### config.mk
export PLATFORM = sky130hd
export DESIGN_NAME = rv_iommu_axi4_err_resp
export DESIGN_NICKNAME = d
export VERILOG_FILES = /design/src/rtl/rv_iommu_axi4_err_resp.sv
export SDC_FILE = /design/constraint.sdc
export NUM_CORES = 1
export LEC_CHECK = 0
export BUFFER_PORTS_ARGS = -buffer_cell sky130_fd_sc_hd__buf_2
export CAP_MARGIN = 10
export CORE_MARGIN = 3
export CORE_UTILIZATION = 43
export CTS_CLUSTER_SIZE = 28
export DETAILED_ROUTE_END_ITERATION = 10
export PLACE_DENSITY = 0.84
export SLEW_MARGIN = 20
export SYNTH_ARGS = -nofsm -noshare
export SYNTH_HDL_FRONTEND = slang
export SYNTH_SLANG_ARGS = --single-unit
export TNS_END_PERCENT = 100
### constraint.sdc
create_clock -name clk_i -period 1.73 [get_ports clk_i]
set_input_delay 0.4325 -clock clk_i [delete_from_list [all_inputs] [get_ports clk_i]]
set_output_delay 0.4325 -clock clk_i [all_outputs]
set_load 0.005 [all_outputs]
### src/rtl/rv_iommu_axi4_err_resp.sv
// AXI4 error responder for rejected IOMMU requests: SLVERR read bursts and drained writes with SLVERR B.
// `define RV_IOMMU_ERR_RESP_WCNT_EN to end W drain by beat count instead of w_last_i.
module rv_iommu_axi4_err_resp #(
  parameter int ID_WIDTH   = 4,
  parameter int DATA_WIDTH = 64,
  parameter int USER_WIDTH = 1
) (
  input  logic                  clk_i,
  input  logic                  rst_i,
  input  logic                  rd_req_i,
  input  logic [ID_WIDTH-1:0]   rd_id_i,
  input  logic [7:0]            rd_len_i,
  output logic                  rd_ready_o,
  output logic                  r_valid_o,
  output logic [ID_WIDTH-1:0]   r_id_o,
  output logic [DATA_WIDTH-1:0] r_data_o,
  output logic [1:0]            r_resp_o,
  output logic                  r_last_o,
  output logic [USER_WIDTH-1:0] r_user_o,
  input  logic                  r_ready_i,
  input  logic                  wr_req_i,
  input  logic [ID_WIDTH-1:0]   wr_id_i,
  input  logic [7:0]            wr_len_i,
  output logic                  wr_ready_o,
  input  logic                  w_valid_i,
  input  logic                  w_last_i,
  output logic                  w_ready_o,
  output logic                  b_valid_o,
  output logic [ID_WIDTH-1:0]   b_id_o,
  output logic [1:0]            b_resp_o,
  input  logic                  b_ready_i
);

  typedef enum logic {R_IDLE = 1'b0, R_BURST = 1'b1} rd_state_t;
  typedef enum logic [1:0] {W_IDLE = 2'd0, W_DRAIN = 2'd1, W_RESP = 2'd2} wr_state_t;

  rd_state_t           r_rd_state;
  logic [7:0]          r_rd_cnt;
  logic [ID_WIDTH-1:0] r_rid;
  logic                r_rd_ready;
  logic                r_rvalid;
  logic                r_rlast;

  wr_state_t           r_wr_state;
  logic [7:0]          r_wr_cnt;
  logic [ID_WIDTH-1:0] r_bid;
  logic                r_wr_ready;
  logic                r_wready;
  logic                r_bvalid;
  logic                w_drain_done;

  // Read side: r_rlast is precomputed so it is valid in the same cycle as the beat.
  always_ff @(posedge clk_i) begin
    if (rst_i) begin
      r_rd_state <= R_IDLE;
      r_rd_cnt   <= 8'd0;
      r_rid      <= {ID_WIDTH{1'b0}};
      r_rd_ready <= 1'b1;
      r_rvalid   <= 1'b0;
      r_rlast    <= 1'b0;
    end else begin
      case (r_rd_state)
        R_IDLE: begin
          if (rd_req_i) begin
            r_rid      <= rd_id_i;
            r_rd_cnt   <= rd_len_i;
            r_rd_ready <= 1'b0;
            r_rvalid   <= 1'b1;
            r_rlast    <= (rd_len_i == 8'd0);
            r_rd_state <= R_BURST;
          end
        end
        R_BURST: begin
          if (r_rvalid && r_ready_i) begin
            if (r_rd_cnt == 8'd0) begin
              r_rvalid   <= 1'b0;
              r_rlast    <= 1'b0;
              r_rd_ready <= 1'b1;
              r_rd_state <= R_IDLE;
            end else begin
              r_rd_cnt <= r_rd_cnt - 8'd1;
              r_rlast  <= (r_rd_cnt == 8'd1);
            end
          end
        end
        default: begin
          r_rd_state <= R_IDLE;
          r_rd_ready <= 1'b1;
          r_rvalid   <= 1'b0;
          r_rlast    <= 1'b0;
        end
      endcase
    end
  end

`ifdef RV_IOMMU_ERR_RESP_WCNT_EN
  assign w_drain_done = (r_wr_cnt == 8'd0);
`else
  assign w_drain_done = w_last_i;
`endif

  // Write side: the counter saturates at zero; it only ends the drain in count mode.
  always_ff @(posedge clk_i) begin
    if (rst_i) begin
      r_wr_state <= W_IDLE;
      r_wr_cnt   <= 8'd0;
      r_bid      <= {ID_WIDTH{1'b0}};
      r_wr_ready <= 1'b1;
      r_wready   <= 1'b0;
      r_bvalid   <= 1'b0;
    end else begin
      case (r_wr_state)
        W_IDLE: begin
          if (wr_req_i) begin
            r_bid      <= wr_id_i;
            r_wr_cnt   <= wr_len_i;
            r_wr_ready <= 1'b0;
            r_wready   <= 1'b1;
            r_wr_state <= W_DRAIN;
          end
        end
        W_DRAIN: begin
          if (w_valid_i) begin
            if (r_wr_cnt != 8'd0) begin
              r_wr_cnt <= r_wr_cnt - 8'd1;
            end
            if (w_drain_done) begin
              r_wready   <= 1'b0;
              r_bvalid   <= 1'b1;
              r_wr_state <= W_RESP;
            end
          end
        end
        W_RESP: begin
          if (b_ready_i) begin
            r_bvalid   <= 1'b0;
            r_wr_ready <= 1'b1;
            r_wr_state <= W_IDLE;
          end
        end
        default: begin
          r_wr_state <= W_IDLE;
          r_wr_ready <= 1'b1;
          r_wready   <= 1'b0;
          r_bvalid   <= 1'b0;
        end
      endcase
    end
  end

  assign rd_ready_o = r_rd_ready;
  assign r_valid_o  = r_rvalid;
  assign r_id_o     = r_rid;
  assign r_data_o   = {DATA_WIDTH{1'b0}};
  assign r_resp_o   = 2'b10;
  assign r_last_o   = r_rlast;
  assign r_user_o   = {USER_WIDTH{1'b0}};
  assign wr_ready_o = r_wr_ready;
  assign w_ready_o  = r_wready;
  assign b_valid_o  = r_bvalid;
  assign b_id_o     = r_bid;
  assign b_resp_o   = 2'b10;

endmodule

# Yosys cells after proc, flatten, opt, wreduce, memory -nomap -nowiden
# Cells that the tools add are included.
# op_classes
add_sub_neg	1
n_eq_ne	11
n_mux	36
n_bitwise	4
reduce_logical	13
# op_table
operator	count
$mux 8	3
$mux 1	20
$logic_not 8->1	2
$pmux 8 s2	1
$ne 2x2->1 const B	6
$reduce_and 4->1	3
$pmux 1 s3	3
$reduce_and 3->1	3
$eq 8x1->1 const B	1
$mux 2	4
$pmux 1 s2	4
$sub 8x1->8 const B	1
$pmux 2 s3	1
$reduce_and 2->1	3
$ne 2x1->1 const B	2
$not 1->1	4
$eq 2x1->1 const B	1
$eq 2x2->1 const B	1
$logic_not 2->1	1
$logic_and 1x1->1	1
# totals
regBits	25
output_inout_bits	83
elab_cells	76

# Longest topological paths before layout
# Gate-level depths: netlist of the first run.
# logic_depth
depth_word	4
mapped_depth	6

# Least setup slack after synthesis of the first run
# Ideal clock, no wire load.
# synth_path
kind	register -> register
startpoint	reg r_rd_cnt[0]
endpoint	reg r_rd_cnt[2]
arrival_time_ns	1.331
t_required_ns	1.596
setup_slack_ns	0.265
stages_incl_launch_ff	7
n_path_buf	0
synth_period_minus_slack_ns	1.465
path_cell_list	dfxtp_1 inv_1 ha_1 nor4b_4 a21oi_2 a221oi_1 nor3_1
# synth_via
elab_chain_len	4
word_cells_on_any_way	7
cone_classes	add/sub (1); eq/ne (1); mux (3); reduce/logical (2)
# synth_rtl
element	line	source
from (decl)	38	logic [7:0] r_rd_cnt;
from (signal assigned)	66	r_rd_cnt <= rd_len_i;
from (signal assigned)	81	r_rd_cnt <= r_rd_cnt - 8'd1;
$sub 8x1->8	81	
$mux 8	75	if (r_rd_cnt == 8'd0) begin
$mux 8	74	if (r_rvalid && r_ready_i) begin
$pmux 8 s2	62	case (r_rd_state)
# Parallel ways exist; a longest one is shown, timed or not. The select of a mux whose other input is x is not followed.
# A chain may end at the register's enable or synchronous reset.

# Worst setup path in the final report of the first run
# layout_path
startpoint	reg r_rd_cnt[0]
endpoint	reg r_rd_cnt[5]
# Same word-level chain as after synthesis.

==> results of run 1 <==
## cell families after synthesis
kind of cell / count (synthesis) / share of synthesized area
other: 2 / 0.004036
flip-flops: 25 / 0.2690
multiplexers: 8 / 0.04304
AND/OR/NAND/NOR: 62 / 0.2065
adder cells (fa/ha/maj): 3 / 0.02018
buffers and inverters: 84 / 0.3120
AO/OA/AOI/OAI: 38 / 0.1453
## layer usage
metal	vias up	GRT usage	wire length (um)
li1	698	-	-
met1	647	0.1674	1435
met2	83	0.2276	1749
met3	4	0.03647	367
met4	0	0.03549	39
met5	-	0	0
## area by class of cell
type,instances,area [um2]
Clock buffer,3,41.29
Fill cell,391,2137
Tap cell,50,62.56
Timing Repair Buffer,47,272.8
Multi-Input combinational cell,180,1045
Inverter,6,22.52
Sequential cell,25,500.5
Clock inverter,1,5.005
## metrics by stage
| step | setup TNS [ps] | std cells | setup WS (ps) | instance area, um2 |
|---|---|---|---|---|
| floorplan | 0 | 289 | 265.3 | 2112 |
| global placement | 0 | 307 | 127.2 | 1882 |
| detailed placement | 0 | 307 | 71.35 | 1882 |
| CTS | 0 | 311 | 59.57 | 1928 |
| global route | -7.256 | 312 | -7.256 | 1949 |
| finish | 0 | 312 | 81.09 | 1949 |
## Yosys cell counts (3+ instances only)
master,number
inv_1,6
nor2_1,16
nand3_1,3
ha_1,3
mux2i_1,8
nand2_1,17
a21o_1,3
a21oi_1,11
a21oi_2,3
clkbuf_1,5
and3_1,3
nor3_1,6
buf_4,70
dfxtp_1,25
## what timing repair did
| item | in CTS | in global routing |
|---|---|---|
| endpoints found under the hold margin | 0 | 0 |
| resized for setup | 0 | 3 |
| setup endpoints to repair | 0 | 7 |
| setup buffers | 0 | 1 |
## state kept, by name, indices dropped and copies added, names as in the netlist
register,flops
r_id_o,4
w_ready_o,1
r_wr_state,2
r_last_o,1
b_valid_o,1
b_id_o,4
wr_ready_o,1
rd_ready_o,1
r_rd_cnt,8
r_valid_o,1
r_rd_state,1
## worst max-delay path: stages (launching register included)
cell and delay [ps]:
dfxtp_1 370, inv_1 120, ha_1 210, nor4b_4 350, a21oi_4 160, o211ai_1 200
o311ai_1 120
## power by group through the flow
stage / Sequential, mW / Combinational [mW] / Clock (mW)
5_1_grt: 0.683 / 0.451 / 0.385
4_1_cts: 0.673 / 0.386 / 0.367
3_3_place_gp: 0.683 / 0.373 / 0
2_1_floorplan: 0.676 / 0.382 / 0
6_report: 0.675 / 0.406 / 0.345
3_5_place_dp: 0.686 / 0.385 / 0
## path summary, 6_finish.rpt
kind	to	slack [ps]	cells past startpoint
worst min register to register	rd_ready_o$_SDFFE_PP1P_	450	2
worst max-delay path	r_rd_cnt[5]$_SDFFE_PP0P_	80	6
worst max register to register	r_rd_cnt[5]$_SDFFE_PP0P_	80	6
worst min-delay path	r_rd_state$_SDFF_PP0_	390	2
==> summary.md, run 1 <==
| Metric | Value |
|---|---|
| Crit-path max FO | `9` |
| Length of the first detailed-routing pass in iterations | `4` |
| HP Start | `rd_req_i` |
| Number of global-route vias before repair | `between 1000 and 1500` |
| Initial antenna violation count | `0` |
| Most frequent cells in the layout | `conb_1, buf_2, dfxtp_1, nand2_1, nor2_1` |
| Fmax | `606.5 MHz` |
| Gp weighted congestion | `0.9768` |
| DP HPWL | `about 2900 um` |
| Row count | `23` |
| Die height | `71.78 um` |
| Comb power frac | `0.285` |
| # clock sinks | `25` |
| Skew final | `3.648 ps` |
| Num CTS Buffers | `3` |
| Sw frac | `0.3230` |
| CTS tree | `built` |
| Layout cells sized above 1 | `0.2634` |
| H-tree depth | `1` |
| Ys async rst share | `0` |
| GRT Overall Usage | `0.1342` |
| Seq/Total Area, Yosys | `0.2690` |
| CTS Buffer Depth | `2` |
| Inserted Diodes | `0` |
| Synth Warn # | `0` |
| Initial Utilization | `0.4553` |
| Most common cell after layout, fill and taps aside | `conb_1` |
| MaxCap Viol Count | `0` |
| Global-route wire length before repair | `between 5000 and 6000 um` |
| Relative slew slack | `0.6709` |
| Setup crit start | `r_rd_cnt[0]$_SDFFE_PP0P_` |
| Die ar. | `5152 um2` |
| I/O Pins | `115` |
| # nets final | `298` |
| Largest net degree at the start of global routing | `18` |
| DR vias | `1432` |
| DR vias/cell | `between 4 and 5` |
| CP Data Required Time | `1870 ps` |
| Die width | `approximately 72 um` |
| Avg Cell Area, Syn | `8.381 um2` |
| Worst Setup Start Kind | `register` |
| Area growth, synth to finish | `4.775%` |
| Drt initial violations | `114` |
| P_leak | `0.9616 nW` |
| Fin util | `0.4770` |
| Clock network power share | `0.242` |
| Final wirelength | `about 3600 um` |
| Share of the synthesized area in the top cell type | `0.2824` |
| Hold_ws | `389.3 ps` |
| Reg power frac | `0.473` |
| DR DRC count | `0` |
| Cell variety after synth | `45` |
| Wire per inst | `11.52 um` |
| Status | `completed` |
| Clk pin slew, worst setup/hold paths | `90 ps` |
| EDFF count, synth | `0` |
| Setup CP Type | `register to register` |
| Most area-hungry cell type in the Yosys netlist | `buf_4` |
| Worst-margin pin slew | `just under 500 ps` |
| Hold Path Class | `input port to register` |
| Buffers on Ports | `37` |
| Pwr Density | `731.4 nW/um2` |
| Remaining Overflow, GRT | `0` |
| Root buf cell | `clkbuf_8` |
| Fin. Hold Viols | `0` |
| Clock insertion delay at the later pin of the skew report | `approximately 260 ps` |
| Final Total Pwr | `1.426 mW` |
| Area contributors post-synth | `buf_4, dfxtp_1, mux2i_1, nand2_1, nor2_1` |
| Detail Route Antenna Nets | `0` |
| Final period util | `0.9531` |
| Final setup violation count | `0` |
| CP arrival | `1790 ps` |
| Top_reg_cell synth | `dfxtp_1` |
| Mapped cell area | `around 1900 um2` |
| Core Area | `4086 um2` |
| Critical path endpoint category | `register` |
| Post-synthesis cell count | `222` |
| Period minus WS final | `1649 ps` |
| #FFs+latches synth | `25` |
| Max-slew violation total from the final report | `0` |
| Switch Pwr | `around 0.46 mW` |
| P_int | `between 0.9 and 1 mW` |
| Worst vdd ir | `451.7 uV` |
| Cts hold-fix bufs | `0` |
| Critical R2R Launch | `r_rd_cnt[0]$_SDFFE_PP0P_` |
Note: power is estimated with default switching activity, not from simulation.
==> inputs of run 2 (changes only) <==
Settings changed: CORE_UTILIZATION 43 to 39, HOLD_SLACK_MARGIN set to 0.15, PLACE_DENSITY 0.84 to 0.81.
Clock period 1.73 ns to 1.33 ns, I/O delays scaled along.
==> summary.md, run 2 (synthesis results as in run 1) <==
| Metric | Value |
|---|---|
| Fin area | `2265 um2 (+16%)` |
| Initial antenna violation count | `0 (unchanged)` |
| Skew final | `11.76 ps (+8.109 ps)` |
| Crit Reg-Reg Endpoint | `r_rd_cnt[1]$_SDFFE_PP0P_` |
| Most common cell after layout, fill and taps aside | `conb_1` |
| Final wirelength | `4376 um (+22%)` |
| Worst Path Buf+Inv | `2 (+1)` |
| Critical path endpoint category | `register` |
| DR vias | `1593 (+11%)` |
| R2R Setup Slk | `-170 ps (-250 ps)` |
| Clk pin slew, worst setup/hold paths | `90 ps (about the same)` |
| Crit-path max FO | `4 (-5)` |
| Pwr Density | `919.1 nW/um2 (+26%)` |
| Register area | `515.5 um2 (+3.0%)` |
| Remaining Overflow, GRT | `0 (unchanged)` |
| RSZ-0062 raised after global routing | `yes` |
| Max-slew violation total from the final report | `0 (unchanged)` |
| Post-DP Area | `2052 um2 (+9.0%)` |
| Largest net degree at the start of global routing | `15 (-3)` |
| Crit path cell chain | `inv_2 > ha_4 > nor4b_4 > buf_4 > a21oi_4 > o21ai_1 > o41ai_2` |
| Final Total Pwr | `2.081 mW (+46%)` |
| Setup CP Type | `register to register` |
| Buffers on Ports | `37 (unchanged)` |
| Cts hold-fix bufs | `0 (unchanged)` |
| Setup crit end | `r_rd_cnt[1]$_SDFFE_PP0P_` |
| P_leak | `1.121 nW (+17%)` |
| Initial Utilization | `0.4158 (-0.03947)` |
| # clock sinks | `25 (unchanged)` |
| R2R depth | `7 (+1)` |
| MaxCap Viol Count | `0 (unchanged)` |
| Root buf cell | `clkbuf_8` |
| Detail Route Antenna Nets | `0 (unchanged)` |
| Worst Setup Start Kind | `register` |
| Most frequent cells in the layout | `conb_1, buf_2, buf_4, dfxtp_1, nand2_1` |
| Fmax | `667.7 MHz (+10%)` |
| CP arrival | `1660 ps (-130 ps)` |
| Violated checks | `setup timing` |
| Area growth, synth to finish | `21.72%` |
| Length of the first detailed-routing pass in iterations | `4 (unchanged)` |
| Number of global-route vias before repair | `1262 (+3.0%)` |
| Cell depth of the worst setup path | `7 (+1)` |
| CP Data Required Time | `1490 ps (-380 ps)` |
| Largest register FFs | `8 (unchanged)` |
| Period minus WS final | `1498 ps (-151.3 ps)` |
| Drt initial violations | `101 (-11%)` |
| Row count | `24 (+4.3%)` |
| Fin util | `0.5062 (+0.02912)` |
| Hold Path Class | `input port to register` |
| Setup slack after layout | `-167.6 ps (-248.7 ps)` |
| CTS tree | `built` |
| Fill count | `422 (+7.9%)` |
| Worst vdd ir | `594.6 uV (+32%)` |
| CP delay by family, top | `flip-flops` |
| I/O Pins | `115 (unchanged)` |
| Inserted Diodes | `0 (unchanged)` |
| Setup crit start | `r_rd_cnt[1]$_SDFFE_PP0P_` |
| Layout cells sized above 1 | `0.3918 (+0.1284)` |
| Final setup violation count | `10 (+10)` |
| Status | `finished with violations` |
| Die height | `75.07 um (+4.6%)` |
| Largest Register | `r_rd_cnt` |
| DR vias/cell | `4.644 (+1.2%)` |
| DR DRC count | `0 (unchanged)` |
| Num CTS Buffers | `3 (unchanged)` |
| # nets final | `327 (+9.7%)` |
| Multi-input logic area | `1130 um2 (+8.1%)` |
| Critical R2R Launch | `r_rd_cnt[1]$_SDFFE_PP0P_` |
| Final period util | `1.126 (+0.1729)` |
| CTS Buffer Depth | `2 (unchanged)` |
| Wire per inst | `12.76 um (+11%)` |
| Core Area | `4474 um2 (+9.5%)` |
| DP HPWL | `3112 um (+8.4%)` |
| CP max stage delay | `350 ps (-20 ps)` |
| Gp weighted congestion | `0.8200 (-16%)` |
| Highest-delay cell along the critical path | `dfxtp_2` |
| Clock insertion delay at the later pin of the skew report | `270 ps (about the same)` |
| H-tree depth | `1 (unchanged)` |
| Global-route wire length before repair | `5796 um (+4.5%)` |
| Fin. Hold Viols | `0 (unchanged)` |
| Die ar. | `5636 um2 (+9.4%)` |
| GRT Overall Usage | `0.1348 (+0.0005958)` |
| Die width | `75.07 um (+4.6%)` |
run 2: changes by cell type in the layout (fill, tap and decap cells not counted), moves of 2 or more:
cell     previous run  this run
dfxtp_2             0         3
inv_1               5         3
buf_4               9        35
dfxtp_1            25        19
ha_1                3         1
dfxtp_4             0         3
nor3_1              6         4
run 2: through the flow:
| stage | TNS (ps) | setup WS (ps) | cells | hold WS [ps] |
|---|---|---|---|---|
| after global routing | -1674 | -200.4 | 343 | 300.8 |
| after CTS | -516.4 | -93.84 | 335 | 281.1 |
| after detailed placement | -747.9 | -145.2 | 328 | 436.4 |
| after floorplan | -152.8 | -50.93 | 289 | 442.1 |
| final | -1001 | -167.6 | 343 | 284.9 |
| after global placement | -480.4 | -133.2 | 328 | 432.7 |
run 2: layout make-up:
class	count	share of cell area
flip-flops and latches	25	0.2276
clock buffers	4	0.01989
multi-input cells	181	0.4989
repair buffers	75	0.2138
well taps	52	0.02873
inverters	6	0.01105
run 2: layer usage:
layer,GRT usage,vias up,share of wire
li1,-,762,-
met1,0.1598,741,0.38
met2,0.2456,82,0.53
met3,0.03071,8,0.072
met4,0.02964,0,0.016
met5,0,-,0
run 2: how the worst min path moves through the flow:
| stage | start | endpoint | slack, ps | depth (start not counted) |
|---|---|---|---|---|
| floorplan | rd_ready_o$_SDFFE_PP1P_ | rd_ready_o$_SDFFE_PP1P_ | 440 | 2 |
| detailed placement | rd_ready_o$_SDFFE_PP1P_ | rd_ready_o$_SDFFE_PP1P_ | 440 | 2 |
| finish | rd_req_i | r_rd_state$_SDFF_PP0_ | 280 | 2 |
| global placement | rd_ready_o$_SDFFE_PP1P_ | rd_ready_o$_SDFFE_PP1P_ | 430 | 2 |
| CTS | rd_req_i | r_rd_state$_SDFF_PP0_ | 280 | 2 |
| global route | rd_id_i[2] | r_id_o[2]$_SDFFE_PP0P_ | 300 | 3 |
run 2: what timing repair did:
action                     CTS  global route
setup endpoints to repair   12            13
cloned                       0             1
pin swaps                    6             7
setup buffers                3             8
resized for setup            4            16
run 2: worst register-to-register path, cell delays in order (launching register included):
cell and delay (ps):
dfxtp_2 350, inv_2 80, ha_4 140, nor4b_4 290, buf_4 190, a21oi_4 70, o21ai_1 170, o41ai_2 90
run 2: report_power, final:
| part | switching (mW) | total, mW | leakage, nW | internal, mW |
|---|---|---|---|---|
| clock | 0.242 | 0.456 | 0.0228 | 0.214 |
| sequential | 0.0628 | 0.875 | 0.209 | 0.812 |
| combinational | 0.378 | 0.751 | 0.889 | 0.373 |
| total | 0.682 | 2.08 | 1.12 | 1.40 |
